`config.mk`:
```
export PLATFORM = sky130hd
export DESIGN_NAME = mem_arbiter
export DESIGN_NICKNAME = d
export VERILOG_FILES = /design/src/rtl/mem_arb_pkg.sv /design/src/rtl/mem_arbiter_rr_pick.sv /design/src/rtl/mem_arbiter.sv
export SDC_FILE = /design/constraint.sdc
export NUM_CORES = 1
export LEC_CHECK = 0
export BUFFER_PORTS_ARGS = -buffer_cell sky130_fd_sc_hd__buf_2
export CAP_MARGIN = 25
export CORE_MARGIN = 3
export CORE_UTILIZATION = 50
export CTS_BUF_LIST = sky130_fd_sc_hd__clkbuf_8
export CTS_CLUSTER_DIAMETER = 100
export DETAILED_ROUTE_END_ITERATION = 10
export GPL_TIMING_DRIVEN = 0
export PLACE_DENSITY = 0.88
export SLEW_MARGIN = 25
export SYNTH_ARGS = -nofsm -noshare
export SYNTH_HDL_FRONTEND = slang
export SYNTH_SLANG_ARGS = --single-unit
```
`constraint.sdc`:
```
create_clock -name clk -period 5.6 [get_ports clk]
set_input_delay 1.12 -clock clk [delete_from_list [all_inputs] [get_ports clk]]
set_output_delay 1.12 -clock clk [all_outputs]
set_load 0.05 [all_outputs]
```
`src/rtl/mem_arb_pkg.sv`:
```
// Shared widths and state encoding for the memory arbiter slice.
package mem_arb_pkg;

    localparam int DATA_W    = 32;
    localparam int ADDR_W    = 3;
    localparam int MEM_DEPTH = 8;

    typedef enum logic [1:0] {
        IDLE = 2'd0,
        BUSY = 2'd1,
        ACK  = 2'd2
    } arb_state_t;

endpackage

```
`src/rtl/mem_arbiter_rr_pick.sv`:
```
// Combinational round-robin picker: first set request at or after ptr, wrapping.
module rr_pick #(
    parameter int N     = 2,
    parameter int IDX_W = (N > 1) ? $clog2(N) : 1
) (
    input  logic [N-1:0]     req,
    input  logic [IDX_W-1:0] ptr,
    output logic [IDX_W-1:0] idx,
    output logic             valid
);

    // rot[0] is the requester at ptr, rot[1] the next one, and so on.
    logic [N-1:0] rot;
    int           off_int;
    int           sum_int;

    for (genvar gi = 0; gi < N; gi++) begin : g_rot
        int src;
        always_comb begin
            src = int'(ptr) + gi;
            if (src >= N) src = src - N;
            rot[gi] = req[IDX_W'(src)];
        end
    end

    always_comb begin
        off_int = 0;
        for (int i = N - 1; i >= 0; i--) begin
            if (rot[i]) off_int = i;
        end
        sum_int = int'(ptr) + off_int;
        if (sum_int >= N) sum_int = sum_int - N;
        idx   = IDX_W'(sum_int);
        valid = |rot;
    end

endmodule

```
`src/rtl/mem_arbiter.sv`:
```
// Round-robin arbiter serialising single-word requests onto one memory port.
module mem_arbiter
    import mem_arb_pkg::*;
#(
    parameter int NUM_REQ = 2
) (
    input  logic                            clk,
    input  logic                            reset,
    input  logic [NUM_REQ-1:0]              req,
    input  logic [NUM_REQ-1:0]              req_we,
    input  logic [NUM_REQ-1:0][ADDR_W-1:0]  req_addr,
    input  logic [NUM_REQ-1:0][DATA_W-1:0]  req_wdata,
    output logic [NUM_REQ-1:0]              done,
    output logic [DATA_W-1:0]               rdata,
    output logic                            busy,
    output logic                            mem_we,
    output logic [ADDR_W-1:0]               mem_addr,
    output logic [DATA_W-1:0]               mem_wdata,
    input  logic [DATA_W-1:0]               mem_rdata
);

    localparam int PTR_W = (NUM_REQ > 1) ? $clog2(NUM_REQ) : 1;

    arb_state_t             state_reg;
    logic [PTR_W-1:0]       ptr_reg;
    logic [PTR_W-1:0]       grant_reg;
    logic [NUM_REQ-1:0]     done_reg;
    logic [DATA_W-1:0]      rdata_reg;
    logic                   busy_reg;
    logic                   mem_we_reg;
    logic [ADDR_W-1:0]      mem_addr_reg;
    logic [DATA_W-1:0]      mem_wdata_reg;

    logic [PTR_W-1:0]       pick_idx;
    logic                   pick_valid;
    logic [NUM_REQ-1:0]     grant_onehot;
    logic [PTR_W-1:0]       ptr_next;

    rr_pick #(
        .N     (NUM_REQ),
        .IDX_W (PTR_W)
    ) u_pick (
        .req   (req),
        .ptr   (ptr_reg),
        .idx   (pick_idx),
        .valid (pick_valid)
    );

    for (genvar gi = 0; gi < NUM_REQ; gi++) begin : g_onehot
        assign grant_onehot[gi] = (grant_reg == PTR_W'(gi));
    end

    assign ptr_next = (grant_reg == PTR_W'(NUM_REQ - 1)) ? '0 : grant_reg + 1'b1;

    // The memory-port registers double as the transaction latch, so later
    // changes on req_* cannot reach the in-flight access.
    always_ff @(posedge clk or posedge reset) begin
        if (reset) begin
            state_reg     <= IDLE;
            ptr_reg       <= '0;
            grant_reg     <= '0;
            done_reg      <= '0;
            rdata_reg     <= '0;
            busy_reg      <= 1'b0;
            mem_we_reg    <= 1'b0;
            mem_addr_reg  <= '0;
            mem_wdata_reg <= '0;
        end else begin
            case (state_reg)
                IDLE: begin
                    if (pick_valid) begin
                        grant_reg     <= pick_idx;
                        mem_we_reg    <= req_we[pick_idx];
                        mem_addr_reg  <= req_addr[pick_idx];
                        mem_wdata_reg <= req_wdata[pick_idx];
                        busy_reg      <= 1'b1;
                        state_reg     <= BUSY;
                    end
                end
                BUSY: begin
                    mem_we_reg <= 1'b0;
                    rdata_reg  <= mem_rdata;
                    done_reg   <= grant_onehot;
                    state_reg  <= ACK;
                end
                ACK: begin
                    done_reg  <= '0;
                    busy_reg  <= 1'b0;
                    ptr_reg   <= ptr_next;
                    state_reg <= IDLE;
                end
                default: begin
                    state_reg <= IDLE;
                end
            endcase
        end
    end

    assign done      = done_reg;
    assign rdata     = rdata_reg;
    assign busy      = busy_reg;
    assign mem_we    = mem_we_reg;
    assign mem_addr  = mem_addr_reg;
    assign mem_wdata = mem_wdata_reg;

endmodule

```
==> reports/qor.log, run 1 <==
INFO  worst_setup_path timing.critical_path.from_type=flop
INFO  synthesis      syn-mean-instance-area=12.8µm²
INFO  synthesis      yosysWarnings=0
INFO  worst_setup_path critPathMaxFanout=3
INFO  detailed_routing remaining_drc_errors=0
INFO  worst_setup_path worst-r2r-setup-slack=3880ps
INFO  synthesis      async_s_r_ff_share_synth=1.00
INFO  worst_setup_path critical_path_class=reg2out
INFO  synthesis      yosys.area.top_type=dfrtp_1
INFO  sta            max_freq=0.476GHz
INFO  synthesis      synth_top_cell_area_share=0.564
INFO  synthesis      count_of_unique_library_cells_instantiated_by_yosys=19
INFO  cts            tritoncts.num_buffers=9
INFO  cts            clock_root_buffer=clkbuf_8
INFO  sta            clock_skew=7.10ps
INFO  cts            cts_num_sinks=75
INFO  cts            clk-insertion-delay-late=330ps
INFO  placement      placed_area=4330µm²
INFO  global_routing grt_first_pass_wirelength=12800µm
INFO  detailed_routing first_iter_violations=60
INFO  global_routing grt_pass1_vias=2787
INFO  global_routing grt_start_max_net_pins=43
INFO  cts            cts_tree=built
INFO  final_layout   final_net_count=564
INFO  power          switching_share=0.519
INFO  sta            fin_tns_setup=0ps
INFO  final_layout   syn_to_final_growth=36.0%
INFO  floorplanning  floorplan.die.width=87.6µm
INFO  final_layout   final_layout_size_suffix_gt1_frac=0.538
INFO  floorplanning  design.core.area=6390µm²
INFO  power          p_leak=2.36nW
INFO  worst_setup_path cp_slowest_stage_delay=370ps
INFO  worst_setup_path slowest_stage=dfrtp_1
INFO  synthesis      yosys.cell_count.top_type=dfrtp_1
INFO  global_routing grt_use_met2=0.377
INFO  synthesis      netlist_top_cells_area=dfrtp_1 (56%), mux2i_1 (11%), mux2_2 (11%), a21oi_1 (11%), buf_6 (2.4%)
INFO  worst_setup_path worst_ep_arrival_time=980ps
INFO  synthesis      synth_enable_flop_cells=0
INFO  min_path       min_path_type=reg2reg
INFO  detailed_routing dr.pass1.iters=4
INFO  power          power-per-cell-area=749nW/µm²
INFO  sta            setup-violations-final=0
INFO  floorplanning  boundaryPins=179
INFO  placement      portBuffers=177
INFO  worst_setup_path crit_chain=buf_2
INFO  global_routing grt-busiest-layer=met2
INFO  global_routing grt_overflow=0
INFO  power          p_sw=0.00176W
INFO  min_path       hold_path_startpoint=rdata[25]
INFO  floorplanning  die_area=7670µm²
INFO  global_routing gr-usage-met3=0.0818
INFO  cts            cts_hold_buffers=0
INFO  worst_setup_path critical-path-top-delay-family=flip-flops
INFO  synthesis      synth.top_cells.by_count=dfrtp_1 (75), a21oi_1 (71), mux2i_1 (38), mux2_2 (33), buf_6 (7)
INFO  detailed_routing wire_per_inst=16.0µm
INFO  cts            cts-resized-gates=0
INFO  floorplanning  initial_core_util=0.521
INFO  final_layout   diodes=0
INFO  power          ir_drop=0.476mV
INFO  sta            slew_headroom=0.687
INFO  run_status     outcome=finished clean
INFO  synthesis      yosys_register_bits=75
INFO  worst_setup_path r2r_end=rdata[15]
INFO  global_routing grt_antenna_before_repair=0
INFO  sta            layout_worst_path_cycle_share=0.375
INFO  worst_setup_path critical_path_buf_inv_count=1
INFO  worst_setup_path critPathRequiredTime=4480ps
INFO  sta            final-max-slew-violation-count=0
INFO  cts            cts.reportedPaths.clkPinSlew=70ps
INFO  synthesis      synthesis.instances=261
INFO  synthesis      synthesis.area=3330µm²
INFO  synthesis      postSynthNetCount=375
INFO  min_path       whs_path_depth=1
INFO  final_layout   finish.utilization=0.709
INFO  global_routing gr-usage-all-layers=0.218
INFO  floorplanning  die-height=87.6µm
INFO  sta            final_hold_fails=0
INFO  floorplanning  rows=29
INFO  worst_setup_path reg2reg_depth=5
INFO  worst_setup_path cp-end-kind=output port
INFO  sta            worstMarginPinSlew=469ps
INFO  cts            cts_post_setup_buffers_inserted=0
INFO  worst_setup_path reg_to_reg_start=state_reg[1]
INFO  power          seq_power_share=0.283
INFO  final_layout   final_design_area_no_fill=4530µm²
INFO  synthesis      synth-main-ff-cell=dfrtp_1
INFO  run            cap_viol_max_count=0
INFO  cts            htree_num_levels=3
INFO  synthesis      seq_area_frac_synth=0.564
INFO  global_routing use_met1=0.249
INFO  min_path       worstHoldEndpoint=rdata[25]
INFO  sta            fin_crit=2100ps
INFO  detailed_routing drtAntennaViolNets=0
INFO  detailed_routing route.vias.total=2769
INFO  worst_setup_path critical_path_cell_count=1
INFO  detailed_routing drt_via_density=5.20
INFO  detailed_routing routed_wirelength=8510µm
INFO  placement      place.detailed.hpwl=6550µm
INFO  power          power.clock.fraction=0.119
INFO  power          p_int=0.00163W
INFO  placement      gpl.final_weighted_congestion=0.784
INFO  sta            unrepaired_setup_endpoints_after_global_routing=false
INFO  cts            ctsLongestPathBuffers=2
INFO  power          share_comb_of_total_power=0.598
[cells in the final DEF, fill, tap and decap left out, drive strengths merged]
cell type and count:
a21oi 71, and2 1, buf 193, bufinv 1, clkbuf 15, clkinv 3, clkinvlp 1, dfrtp 75
ha 6, inv 6, mux2 36, mux2i 38, nand2b 1, nand3b 3, nor2 2, o211ai 1
o21ai 1, or3b 1
[area by class of cell]
type                       instances  area [µm²]
sequential                        75        1880
fill                             476        1860
multi-input combinational        161        1290
timing repair buffer             178         906
buffer                            20         148
clock buffer                      10         138
tap                               77        96.3
clock inverter                     6        56.3
inverter                           5        21.3
[kinds of logic (layout without fill, tap and decap cells)]
logic type,count (synthesis),count (layout),synth area share
AO/OA/AOI/OAI,73,73,0.110
adder cells (fa/ha/maj),6,6,0.0225
buffers and inverters,25,219,0.0500
flip-flops,75,75,0.564
multiplexers,74,74,0.237
AND/OR/NAND/NOR,8,8,0.0162
[stage by stage]
stage	std cells	power (W)	setup WS, ps	hold WS [ps]
finish	532	0.00339	3500	490
global route	532	0.00358	3450	525
CTS	532	0.00342	3480	498
detailed placement	516	0.00301	3590	480
global placement	515	0.00294	1770	465
floorplan	261	0.00252	2570	465
[power groups by stage]
stage / Sequential, W / Combinational (W) / Clock [W]
2_1_floorplan: 0.00186 / 0.000664 / 0
3_3_place_gp: 0.000945 / 0.00200 / 0
3_5_place_dp: 0.000964 / 0.00204 / 0
4_1_cts: 0.000960 / 0.00205 / 0.000414
5_1_grt: 0.000998 / 0.00215 / 0.000440
6_report: 0.000960 / 0.00203 / 0.000403
[metal layers]
layer	up-vias	share of wire
met5	-	0
met3	6	0.11
li1	1311	-
met1	1311	0.37
met4	0	0.0083
met2	141	0.51
[how the worst max path moves through the flow]
stage	startpoint	to	slack, ps
after floorplan	reset	busy	2570
after global placement	reset	mem_wdata[28]	1770
after detailed placement	req[0]	mem_wdata[8]	3590
after CTS	mem_we	mem_we	3480
after global routing	mem_we	mem_we	3450
final	mem_we	mem_we	3500
(Power assumes the default switching activity.)
==> run 2, diff against run 1 <==
--- a/config.mk
+++ b/config.mk
@@ -5,15 +5,16 @@
 export SDC_FILE = /design/constraint.sdc
 export NUM_CORES = 1
 export LEC_CHECK = 0
+export ABC_AREA = 1
 export BUFFER_PORTS_ARGS = -buffer_cell sky130_fd_sc_hd__buf_2
 export CAP_MARGIN = 25
 export CORE_MARGIN = 3
-export CORE_UTILIZATION = 50
+export CORE_UTILIZATION = 42
 export CTS_BUF_LIST = sky130_fd_sc_hd__clkbuf_8
 export CTS_CLUSTER_DIAMETER = 100
 export DETAILED_ROUTE_END_ITERATION = 10
 export GPL_TIMING_DRIVEN = 0
-export PLACE_DENSITY = 0.88
+export PLACE_DENSITY = 0.78
 export SLEW_MARGIN = 25
 export SYNTH_ARGS = -nofsm -noshare
 export SYNTH_HDL_FRONTEND = slang
==> constraint.sdc (replaced) <==
create_clock -name clk -period 1.87 [get_ports clk]
set_input_delay 0.374 -clock clk [delete_from_list [all_inputs] [get_ports clk]]
set_output_delay 0.374 -clock clk [all_outputs]
set_load 0.05 [all_outputs]
==> run 2 against run 1 <==
Net effect: global-route usage shrank 2.0 points; largest power group unchanged; sequential share of layout area shrank 2.0 points; critical path type is now reg2reg; critical path depth grew 6.
==> reports/qor.log, run 2 <==
INFO  final_layout   fill_cells=753
INFO  placement      place.detailed.hpwl=7080µm
INFO  cts            cts-resized-gates=0
INFO  synthesis      async_s_r_ff_share_synth=1.00
INFO  detailed_routing route.vias.total=3387
INFO  sta            clock_skew=9.40ps
INFO  power          p_leak=2.89nW
INFO  global_routing grt_overflow=0
INFO  final_layout   final_design_area_no_fill=4760µm²
INFO  sta            post-route-worst-setup-slack=457ps
INFO  synthesis      count_of_unique_library_cells_instantiated_by_yosys=14
INFO  worst_setup_path critPathMostFrequentCell=nand2_1
INFO  synthesis      postSynthNetCount=561
INFO  cts            cts_post_setup_buffers_inserted=0
INFO  cts            ctsLongestPathBuffers=2
INFO  cts            tritoncts.num_buffers=9
INFO  synthesis      synthesis.area=3460µm²
INFO  placement      dpl_worst_slack=446ps
INFO  detailed_routing dr.pass1.iters=4
INFO  sta            setup-violations-final=0
INFO  placement      gpl.final_weighted_congestion=0.936
INFO  run            cap_viol_max_count=0
INFO  floorplanning  initial_core_util=0.441
INFO  sta            worstMarginPinSlew=557ps
INFO  cts            clk-insertion-delay-late=340ps
INFO  cts            cts_num_sinks=75
INFO  synthesis      synth_top_cell_area_share=0.542
INFO  synthesis      syn-mean-instance-area=7.75µm²
INFO  floorplanning  rows=32
INFO  placement      placed_area=4520µm²
INFO  synthesis      yosys.cell_count.top_type=nand2_1
INFO  detailed_routing first_iter_violations=103
INFO  placement      portBuffers=177
INFO  sta            layout_worst_path_cycle_share=0.756
INFO  sta            max_freq=0.707GHz
INFO  sta            unrepaired_setup_endpoints_after_global_routing=false
INFO  sta            fin_tns_setup=0ps
INFO  sta            final-max-slew-violation-count=0
INFO  global_routing gr-usage-all-layers=0.198
INFO  worst_setup_path reg_to_reg_start=state_reg[0]
INFO  global_routing grt_pass1_vias=3427
INFO  worst_setup_path critPathRequiredTime=2140ps
INFO  synthesis      synth.top_cells.by_count=nand2_1 (260), dfrtp_1 (75), inv_1 (41), o21ai_0 (37), buf_2 (7)
INFO  cts            cts_hold_buffers=0
INFO  final_layout   most-common-layout-cells=nand2_1 (260), buf_2 (184), dfrtp_1 (75), inv_1 (40), o21ai_0 (37)
INFO  worst_setup_path critPathMaxFanout=10
INFO  synthesis      synth_enable_flop_cells=0
INFO  floorplanning  die-height=96.8µm
INFO  run_status     outcome=finished clean
INFO  synthesis      yosys_register_bits=75
INFO  power          power-per-cell-area=2130nW/µm²
INFO  worst_setup_path setup.worst_path.start=state_reg[0]
INFO  global_routing grt_antenna_before_repair=0
INFO  synthesis      synthesis.instances=447
INFO  synthesis      yosys.area.top_type=dfrtp_1
INFO  detailed_routing routed_wirelength=9030µm
INFO  synthesis      synth-main-ff-cell=dfrtp_1
INFO  cts            clock_root_buffer=clkbuf_8
INFO  sta            slew_headroom=0.628
INFO  final_layout   finish.utilization=0.606
INFO  synthesis      yosysWarnings=0
INFO  sta            fin_crit=1410ps
INFO  worst_setup_path crit_chain=inv_1 > ha_1 > nand2_1 > inv_2 > buf_2 > nand2_1 > nand2_1
INFO  power          ir_drop=0.981mV
INFO  final_layout   diodes=0
INFO  floorplanning  design.core.area=7850µm²
INFO  final_layout   layout.cells.most_common=nand2_1
INFO  worst_setup_path worst_ep_arrival_time=1690ps
INFO  floorplanning  die_area=9380µm²
INFO  final_layout   syn_to_final_growth=37.3%
INFO  worst_setup_path timing.critical_path.from_type=flop
INFO  detailed_routing remaining_drc_errors=0
INFO  detailed_routing wire_per_inst=12.2µm
INFO  final_layout   final-seq-area=1880µm²
INFO  final_layout   final_layout_size_suffix_gt1_frac=0.340
INFO  detailed_routing drt_via_density=4.56
INFO  floorplanning  floorplan.die.width=96.8µm
INFO  detailed_routing drtAntennaViolNets=0
INFO  final_layout   multiInputGateArea=1260µm²
INFO  sta            final_hold_fails=0
INFO  global_routing grt_first_pass_wirelength=15400µm
INFO  cts            htree_num_levels=3
INFO  global_routing grt_start_max_net_pins=28
INFO  synthesis      netlist_top_cells_area=dfrtp_1 (54%), nand2_1 (28%), o21ai_0 (5.3%), inv_1 (4.4%), ha_1 (2.2%)
INFO  worst_setup_path slowest_stage=dfrtp_1
INFO  power          design_power_total=0.0101W
INFO  cts            cts_tree=built
INFO  floorplanning  boundaryPins=179
INFO  final_layout   final_net_count=751
INFO  cts            cts.reportedPaths.clkPinSlew=80ps
INFO  synthesis      seq_area_frac_synth=0.542
INFO  worst_setup_path critical_path_class=reg2reg
INFO  min_path       min_path_type=in2async
INFO  worst_setup_path cp_slowest_stage_delay=400ps
INFO  worst_setup_path cp-end-kind=flop
[run 2: critical path, delay by kind of cell, from the launching register on]
kind	cells	cell delay [ps]
adders and majority gates	1	190
buffers and inverters	3	550
DFF	1	400
and+or+nand+nor	3	220
[run 2: layout make-up]
cell class	count	share of cell area
well taps	102	0.0268
multi-input cells	308	0.265
clock inverters	6	0.0237
clock buffers	9	0.0260
plain buffers	21	0.0347
repair buffers	179	0.195
flip-flops and latches	75	0.394
inverters	43	0.0347
[run 2: report_power, final]
group	total [W]	switching (W)	internal, W	leakage, nW
clock	0.00148	0.000593	0.000884	0.120
sequential	0.00280	0.000393	0.00240	0.931
combinational	0.00586	0.00442	0.00145	1.83
total	0.0101	0.00540	0.00473	2.89
[run 2: cell families (layout without fill, tap and decap cells)]
family / Yosys count / count (layout) / synth area share
and+or+nand+nor: 264 / 264 / 0.287
DFF: 75 / 75 / 0.542
buffers and inverters: 64 / 258 / 0.0943
AOI/OAI and AO/OA: 38 / 38 / 0.0553
adders and majority gates: 6 / 6 / 0.0217
[run 2: worst paths after layout]
| kind | to | slack, ps | depth (start not counted) |
|---|---|---|---|
| max in group asynchronous | mem_wdata[31] | 1270 | 3 |
| worst min register to register | mem_wdata[21] | 480 | 2 |
| worst max register to register | mem_wdata[4] | 460 | 7 |
| worst min-delay path | rdata[16] | 80 | 2 |
| worst max-delay path | mem_wdata[4] | 460 | 7 |
| min in group clk | rdata[22] | 240 | 3 |
[run 2: per-layer routing]
metal | share of wire | vias to the layer above | GRT usage
met5 | 0 | - | 0
met4 | 0.020 | 0 | 0.0842
met2 | 0.51 | 110 | 0.342
li1 | - | 1715 | -
met1 | 0.41 | 1543 | 0.237
met3 | 0.060 | 19 | 0.0461
[run 2: per-stage QoR]
step	hold slack [ps]	cells
after floorplan	475	447
after global placement	458	726
after detailed placement	460	728
after CTS	80.2	743
after global routing	106	743
final	83.1	743
==> run 3, diff against run 2 <==
--- a/config.mk
+++ b/config.mk
@@ -5,16 +5,16 @@
 export SDC_FILE = /design/constraint.sdc
 export NUM_CORES = 1
 export LEC_CHECK = 0
-export ABC_AREA = 1
+export ABC_AREA = 0
 export BUFFER_PORTS_ARGS = -buffer_cell sky130_fd_sc_hd__buf_2
 export CAP_MARGIN = 25
 export CORE_MARGIN = 3
-export CORE_UTILIZATION = 42
+export CORE_UTILIZATION = 46
 export CTS_BUF_LIST = sky130_fd_sc_hd__clkbuf_8
 export CTS_CLUSTER_DIAMETER = 100
 export DETAILED_ROUTE_END_ITERATION = 10
 export GPL_TIMING_DRIVEN = 0
-export PLACE_DENSITY = 0.78
+export PLACE_DENSITY = 0.82
 export SLEW_MARGIN = 25
 export SYNTH_ARGS = -nofsm -noshare
 export SYNTH_HDL_FRONTEND = slang
==> constraint.sdc (replaced) <==
create_clock -name clk -period 1.5 [get_ports clk]
set_input_delay 0.3 -clock clk [delete_from_list [all_inputs] [get_ports clk]]
set_output_delay 0.3 -clock clk [all_outputs]
set_load 0.05 [all_outputs]
==> run 3 against run 2 <==
Net effect: sequential share of layout area grew 1.0 points; first-iteration DRC count rose by 1.9%; non-clock buffer count did not move; clock power rose by 25%; setup slack worse by 420 ps; wire length fell by 6.5%; critical endpoint is now grant_reg.
==> reports/qor.log, run 3 (synthesized netlist as in run 1, its figures left out) <==
INFO  run_status     outcome=finished clean
INFO  global_routing grt_overflow=0
INFO  sta            hold-worst-slack=7.99ps
INFO  worst_setup_path timing.critical_path.from_type=flop
INFO  final_layout   finish.utilization=0.671
INFO  cts            htree_num_levels=3
INFO  floorplanning  initial_core_util=0.482
INFO  cts            clk-insertion-delay-late=330ps
INFO  global_routing grt_pass1_vias=2997
INFO  final_layout   layout.cells.most_common=buf_2
INFO  power          design_power_total=0.0131W
INFO  global_routing grt_antenna_before_repair=0
INFO  detailed_routing remaining_drc_errors=0
INFO  power          share_comb_of_total_power=0.585
INFO  power          ir_drop=1.72mV
INFO  floorplanning  boundaryPins=179
INFO  cts            clock_root_buffer=clkbuf_8
INFO  placement      portBuffers=177
INFO  final_layout   syn_to_final_growth=39.3%
INFO  global_routing gr-usage-all-layers=0.210
INFO  sta            fin_crit=1460ps
INFO  worst_setup_path critical_path_class=reg2reg
INFO  detailed_routing drtAntennaViolNets=0
INFO  min_path       min_path_type=in2async
INFO  worst_setup_path cp_slowest_stage_delay=420ps
INFO  power          p_int=0.00649W
INFO  cts            cts_num_sinks=75
INFO  floorplanning  design.core.area=6910µm²
INFO  sta            setup-violations-final=0
INFO  final_layout   fill_cells=571
INFO  floorplanning  rows=30
INFO  worst_setup_path critPathMaxFanout=10
INFO  power          seq_power_share=0.274
INFO  floorplanning  floorplan.die.width=91.1µm
INFO  cts            ctsLongestPathBuffers=2
INFO  worst_setup_path reg2reg_depth=5
INFO  sta            clock_skew=8.35ps
INFO  worst_setup_path critPathRequiredTime=1720ps
INFO  power          power.clock.fraction=0.142
INFO  detailed_routing route.vias.total=2815
INFO  sta            max_freq=0.685GHz
INFO  worst_setup_path worst_ep_arrival_time=1680ps
INFO  floorplanning  die-height=91.1µm
INFO  power          power-per-cell-area=2820nW/µm²
INFO  final_layout   final_net_count=566
INFO  placement      place.detailed.hpwl=6440µm
INFO  final_layout   diodes=0
INFO  detailed_routing first_iter_violations=105
INFO  global_routing grt_first_pass_wirelength=14200µm
INFO  detailed_routing dr.pass1.iters=4
INFO  global_routing grt_start_max_net_pins=29
INFO  cts            tritoncts.num_buffers=9
INFO  sta            final_hold_fails=0
INFO  power          p_leak=2.40nW
INFO  detailed_routing wire_per_inst=15.3µm
INFO  detailed_routing routed_wirelength=8440µm
INFO  run            cap_viol_max_count=0
INFO  worst_setup_path crit_chain=inv_2 > ha_2 > buf_6 > and2_4 > mux2_4
INFO  worst_setup_path slowest_stage=dfrtp_1
INFO  final_layout   most-common-layout-cells=buf_2 (181), dfrtp_1 (75), a21oi_1 (71), mux2i_1 (38), mux2_2 (33)
INFO  sta            worstMarginPinSlew=546ps
INFO  power          p_sw=0.00657W
INFO  sta            unrepaired_setup_endpoints_after_global_routing=true
INFO  sta            layout_worst_path_cycle_share=0.973
INFO  placement      gpl.final_weighted_congestion=0.753
INFO  cts            cts.reportedPaths.clkPinSlew=80ps
INFO  sta            final-max-slew-violation-count=0
INFO  power          switching_share=0.503
INFO  detailed_routing drt_via_density=5.09
INFO  cts            cts_tree=built
INFO  sta            slew_headroom=0.636
INFO  sta            fin_tns_setup=0ps
INFO  worst_setup_path cp-end-kind=flop
INFO  final_layout   final_layout_size_suffix_gt1_frac=0.558
INFO  floorplanning  die_area=8290µm²
## run 3: layout make-up
type | instances | area (µm²) | share of cell area
Timing Repair Buffer | 182 | 948 | 0.205
Clock inverter | 6 | 104 | 0.0224
Inverter | 5 | 22.5 | 0.00486
Multi-Input combinational cell | 161 | 1290 | 0.278
Buffer | 18 | 136 | 0.0294
Tap cell | 96 | 120 | 0.0259
Sequential cell | 75 | 1880 | 0.405
Clock buffer | 10 | 138 | 0.0297
## run 3: path summary, 6_finish.rpt
kind	start	end	slack, ps
worst max-delay path	state_reg[0]	grant_reg	40
worst min-delay path	reset	rdata[0]	8
worst max register to register	state_reg[0]	grant_reg	40
worst min register to register	rdata[26]	rdata[26]	490
max in group asynchronous	reset	mem_wdata[30]	980
min in group clk	mem_rdata[26]	rdata[26]	180
## run 3: critical path, delay by kind of cell (launching register included)
kind | cells | cell delay (ps)
flops | 1 | 420
mux | 1 | 310
simple gates | 1 | 230
buf+inv | 2 | 220
fa+ha+maj | 1 | 170
## run 3: through the flow
step,cell area [µm²],setup slack (ps),instances
4_1_cts,4640,34.2,553
2_1_floorplan,3330,39.8,261
3_3_place_gp,4340,-149,534
6_report,4640,40.8,553
3_5_place_dp,4380,-212,536
5_1_grt,4640,-8.60,553
## run 3: routing by layer
metal	track usage	up-vias	wire, µm	share of wire
met1	0.254	1344	3390	0.40
li1	-	1307	-	-
met5	0	-	0	0
met2	0.349	152	4020	0.48
met4	0.0716	0	111	0.013
met3	0.0746	12	915	0.11
## run 3: power groups by stage
stage | Combinational [W] | Clock [W] | Sequential [W]
after floorplan | 0.00248 | 0 | 0.00694
after global placement | 0.00746 | 0 | 0.00354
after detailed placement | 0.00762 | 0 | 0.00360
after CTS | 0.00768 | 0.00189 | 0.00358
after global routing | 0.00811 | 0.00198 | 0.00371
final | 0.00764 | 0.00185 | 0.00357
## run 3: timing repair
| item | in CTS | in global routing |
|---|---|---|
| setup endpoints to repair | 61 | 8 |
| hold buffers | 0 | 0 |
| buffers inserted | 3 | 0 |
| resized for setup | 7 | 0 |
